`src/rtl/apb_master_bridge.sv`:
```
// APB4 initiator: one valid/ready request becomes one SETUP/ACCESS transfer; define APB_TIMEOUT_EN to abort long ACCESS phases.
// Latency: 3 cycles from accept to rsp_valid_o, plus wait states; req_ready_o stays low until the response is consumed.
module apb_master_bridge #(
    parameter int ADDR_WIDTH     = 5,
    parameter int DATA_WIDTH     = 32,
    parameter int TIMEOUT_CYCLES = 1023
) (
    input  logic                    clk_i,
    input  logic                    arst_ni,
    input  logic                    req_valid_i,
    output logic                    req_ready_o,
    input  logic [ADDR_WIDTH-1:0]   req_addr_i,
    input  logic                    req_write_i,
    input  logic [DATA_WIDTH-1:0]   req_wdata_i,
    input  logic [DATA_WIDTH/8-1:0] req_strb_i,
    output logic                    rsp_valid_o,
    input  logic                    rsp_ready_i,
    output logic [DATA_WIDTH-1:0]   rsp_rdata_o,
    output logic                    rsp_slverr_o,
    output logic                    rsp_timeout_o,
    output logic                    psel_o,
    output logic                    penable_o,
    output logic                    pwrite_o,
    output logic [ADDR_WIDTH-1:0]   paddr_o,
    output logic [DATA_WIDTH-1:0]   pwdata_o,
    output logic [DATA_WIDTH/8-1:0] pstrb_o,
    input  logic                    pready_i,
    input  logic                    pslverr_i,
    input  logic [DATA_WIDTH-1:0]   prdata_i,
    output logic                    busy_o
);

    typedef enum logic [1:0] {IDLE, SETUP, ACCESS, RESP} state_t;

    state_t state;
    state_t state_nxt;
    logic   abort;

`ifdef APB_TIMEOUT_EN
    localparam int TO_W = $clog2(TIMEOUT_CYCLES + 1);
    logic [TO_W-1:0] to_cnt;

    // Counter is cleared during SETUP so it starts at zero on ACCESS entry.
    always_ff @(posedge clk_i) begin
        if (!arst_ni) begin
            to_cnt <= '0;
        end else if (state == SETUP) begin
            to_cnt <= '0;
        end else if (state == ACCESS && !pready_i) begin
            to_cnt <= to_cnt + 1'b1;
        end
    end

    assign abort = (state == ACCESS) && !pready_i && (to_cnt == TO_W'(TIMEOUT_CYCLES - 1));

    always_ff @(posedge clk_i) begin
        if (!arst_ni) begin
            rsp_timeout_o <= 1'b0;
        end else if (state == ACCESS && pready_i) begin
            rsp_timeout_o <= 1'b0;
        end else if (abort) begin
            rsp_timeout_o <= 1'b1;
        end
    end
`else
    logic unused_timeout_cfg;
    assign unused_timeout_cfg = (TIMEOUT_CYCLES != 0);
    assign abort              = 1'b0;
    assign rsp_timeout_o      = 1'b0;
`endif

    always_ff @(posedge clk_i) begin
        if (!arst_ni) begin
            state <= IDLE;
        end else begin
            state <= state_nxt;
        end
    end

    always_comb begin
        state_nxt = state;
        case (state)
            IDLE:    if (req_valid_i)         state_nxt = SETUP;
            SETUP:                            state_nxt = ACCESS;
            ACCESS:  if (pready_i || abort)   state_nxt = RESP;
            RESP:    if (rsp_ready_i)         state_nxt = IDLE;
            default:                          state_nxt = IDLE;
        endcase
    end

    always_comb begin
        req_ready_o = (state == IDLE);
        busy_o      = (state != IDLE);
        psel_o      = (state == SETUP) || (state == ACCESS);
        penable_o   = (state == ACCESS);
        rsp_valid_o = (state == RESP);
    end

    // Request fields are latched once at accept and held through the whole transfer.
    always_ff @(posedge clk_i) begin
        if (!arst_ni) begin
            paddr_o  <= '0;
            pwrite_o <= 1'b0;
            pwdata_o <= '0;
            pstrb_o  <= '0;
        end else if (state == IDLE && req_valid_i) begin
            paddr_o  <= req_addr_i;
            pwrite_o <= req_write_i;
            pwdata_o <= req_write_i ? req_wdata_i : '0;
            pstrb_o  <= req_write_i ? req_strb_i : '0;
        end
    end

    always_ff @(posedge clk_i) begin
        if (!arst_ni) begin
            rsp_rdata_o  <= '0;
            rsp_slverr_o <= 1'b0;
        end else if (state == ACCESS && pready_i) begin
            rsp_rdata_o  <= pwrite_o ? '0 : prdata_i;
            rsp_slverr_o <= pslverr_i;
        end else if (abort) begin
            rsp_rdata_o  <= '0;
            rsp_slverr_o <= 1'b1;
        end
    end

endmodule

```
`config.mk`:
```
export PLATFORM = sky130hd
export DESIGN_NAME = apb_master_bridge
export DESIGN_NICKNAME = d
export VERILOG_FILES = /design/src/rtl/apb_master_bridge.sv
export SDC_FILE = /design/constraint.sdc
export NUM_CORES = 1
export LEC_CHECK = 0
export ABC_AREA = 1
export BUFFER_PORTS_ARGS = -buffer_cell sky130_fd_sc_hd__buf_2
export CORE_MARGIN = 2
export CORE_UTILIZATION = 43
export DETAILED_ROUTE_END_ITERATION = 8
export PLACE_DENSITY = 0.76
export SLEW_MARGIN = 25
export SYNTH_ARGS = -nofsm -noshare
export SYNTH_HDL_FRONTEND = slang
export SYNTH_SLANG_ARGS = --single-unit
export TNS_END_PERCENT = 20
```
`constraint.sdc`:
```
create_clock -name clk_i -period 1.6 [get_ports clk_i]
set_input_delay 0.32 -clock clk_i [delete_from_list [all_inputs] [get_ports clk_i]]
set_output_delay 0.32 -clock clk_i [all_outputs]
set_load 0.02 [all_outputs]
```
==> key figures <==
Outcome
  – Status: finished, final reports clean

Cells and area
  – Antenna diodes: 0
  – Finished Cell Area: around 3900 um2
  – Post-Layout Cell Count: 592
  – Nets@finish: 593
  – Layout area overhead: 37.62%
  – Layout cells sized above 1: 36.70%

Synth
  – Cell Area, Synth: 2820 um2
  – Yosys warns: 0
  – Compound-Gate Fraction of Synth Area: 13.58%
  – Sequential fraction of the synthesis area: about 55%
  – Synth Area in XOR/XNOR: 0%
  – Post-synthesis mux area share: 0%
  – Most common cell in the netlist: nand2_1
  – Simple-gate portion of the synthesized area: 24.00%
  – Syn nets: 440
  – Number of unique standard cell types used by synthesis: 18
  – Ys async rst share: 0%
  – Ys flop type: dfxtp_1
  – Adder-Cell Fraction of Synth Area: roughly 1.3%
  – Synthesized area per cell: slightly below 8 um2
  – Largest family of logic cells by synthesized area: simple AND/OR/NAND/NOR gates
  – Post-synth top cells: nand2_1 (111), dfxtp_1 (77), a21oi_1 (68)
  – Top cell type's share of synthesized area: 54.66%
  – Synth area leaders: dfxtp_1 (55%), nand2_1 (15%), a21oi_1 (12%), nand3_1 (5.7%), nor2_1 (2.4%)
  – Yosys reg bits: 77
  – Leading area contributor after synthesis: dfxtp_1
  – Post-synth EDFFs: 0
  – Post-Synthesis Cells: 357

STA
  – Min Hold Slack: 225.7 ps
  – Setup TNS: 0 ps
  – RSZ-0062 raised after global routing: false
  – Final period util: 95.18%
  – Fin. Hold Viols: 0
  – Min Tclk post-route: 1523 ps
  – Max-slew violations: 0
  – FMAX: 0.6567 GHz
  – Final Skew: approximately 9.4 ps
  – Endpoints failing setup: 0

Floorplanning
  – Die Y: 84.99 um
  – Die width: between 80 and 90 um
  – FP Rows: 29
  – Initial Util: 44.41%
  – Core area: approximately 6300 um2
  – Die area: 7222 um2
  – I/O Pins: 161

Clock tree
  – TritonCTS clock tree: done
  – Post-CTS Setup Inserts: 0
  – CTS resizes: 0
  – TritonCTS Sinks: 77
  – Largest buffer count on any clock path: 2
  – Worst-path clk slew: 80 ps
  – Clk_lat worst skew: 330 ps
  – CTS Buf Count: 9
  – Max H-tree Level: 3
  – Hold Buf Count CTS: 0
  – Root buffer cell: clkbuf_8

Pwr
  – Leak pwr: 1.855 nW
  – Peak supply drop: 0.6830 mV
  – Cell Pwr Density: 1400 nW/um2
  – Power Total: 0.005433 W

Global routing
  – GRT Util Overall: between 15 and 20%
  – Initial antenna violation count: 0
  – Gr ovfl total: 0
  – First-pass GRT wire length: 11490 um
  – Vias in the first global route: 2642
  – Largest net degree at the start of global routing: 40

Run
  – Max_cap viols: 0

Placement
  – Dpl cells: 576
  – Detailed placer's ending HPWL: between 5000 and 6000 um
  – IO Port Bufs: 159
  – Placed Area: 3699 um2
  – Routability cong.: 0.7675

Setup path
  – Req. time, crit path: 1280 ps
  – CP endpoint kind: output port
  – Worst-path fanout max: 5
  – Worst Path Arrival: 1200 ps
  – Reg2Reg Setup Slack: 170 ps
  – WS Path Type: flip-flop to output port
  – CP Launch Type: flip-flop

Detailed routing
  – WL/cell: 12.06 um
  – Drc violations: 0
  – Post-Route WL: 7138 um
  – First-pass iteration count of the detailed router: 4
  – Vias: 2844
  – Initial DRC count: 83
  – Via/cell ratio: 4.804
  – Post-route ant nets: 0

Worst hold path
  – Hold Path Class: input port to flip-flop
[cell families after synthesis]
group | after synthesis
AND/OR/NAND/NOR | 164
flip-flops | 77
AO/OA/AOI/OAI | 76
buffers and inverters | 36
adder cells (fa/ha/maj) | 3
other | 1
[final cells by class]
cell class,count,area (um2)
fill,597,2469
tap,77,96.34
inverter,11,41.29
timing repair buffer,167,920.9
clock inverter,4,22.52
clock buffer,12,155.1
multi-input combinational,244,1101
sequential,77,1544
[critical path, stage by stage (launching register included)]
cell     delay [ps]
dfxtp_2         330
inv_1            60
ha_1            250
inv_1            70
buf_2           160
[placed cells by master (no fill, tap or decap)]
cell / instances
dfxtp_2: 2
conb_1: 1
o21ai_0: 7
clkbuf_1: 1
nor2_1: 18
clkinvlp_4: 1
nor2_8: 1
dfxtp_1: 75
inv_2: 2
buf_2: 158
nand2_1: 111
o21a_1: 1
ha_1: 3
clkinv_2: 3
or2_2: 1
nand3_1: 32
buf_4: 4
clkbuf_8: 11
inv_1: 9
nand2_2: 1
a21oi_1: 68
buf_12: 5
[registers in the layout, indices dropped and copies added (netlist names)]
signal        cells
pstrb_o           4
rsp_slverr_o      1
rsp_rdata_o      32
pwrite_o          1
state             2
paddr_o           5
pwdata_o         32
[path summary, 6_finish.rpt]
path	cells past startpoint	to	startpoint
setup / recovery	4	busy_o	state[0]
hold / removal	3	pwdata_o[2]	req_wdata_i[2]
setup reg to reg	6	pwdata_o[0]	state[0]
hold reg to reg	2	pwdata_o[13]	pwdata_o[13]
[metrics by stage]
step / setup slack (ps) / util [%]
after floorplan: 184.9 / -
after global placement: 192.4 / 58.25
after detailed placement: 124.9 / 58.25
after CTS: 24.02 / 61.04
after global routing: 2.479 / 61.12
final: 77.15 / 61.12
[routing by layer]
metal / GRT usage (%) / up-vias / part of all wire [%] / wire length [um]
li1: - / 1459 / - / -
met4: 7.648 / 0 / 1.2 / 88
met2: 34.16 / 122 / 48 / 3444
met1: 21.50 / 1253 / 41 / 2918
met5: 0 / - / 0 / 0
met3: 6.518 / 10 / 9.6 / 686
[power by group]
group | switching (W) | leakage (nW) | internal, W
clock network | 0.000676 | 0.0921 | 0.000641
registers | 0.000118 | 0.626 | 0.00217
logic | 0.00118 | 1.14 | 0.000647
No activity file was read; power rests on OpenSTA's default activity.
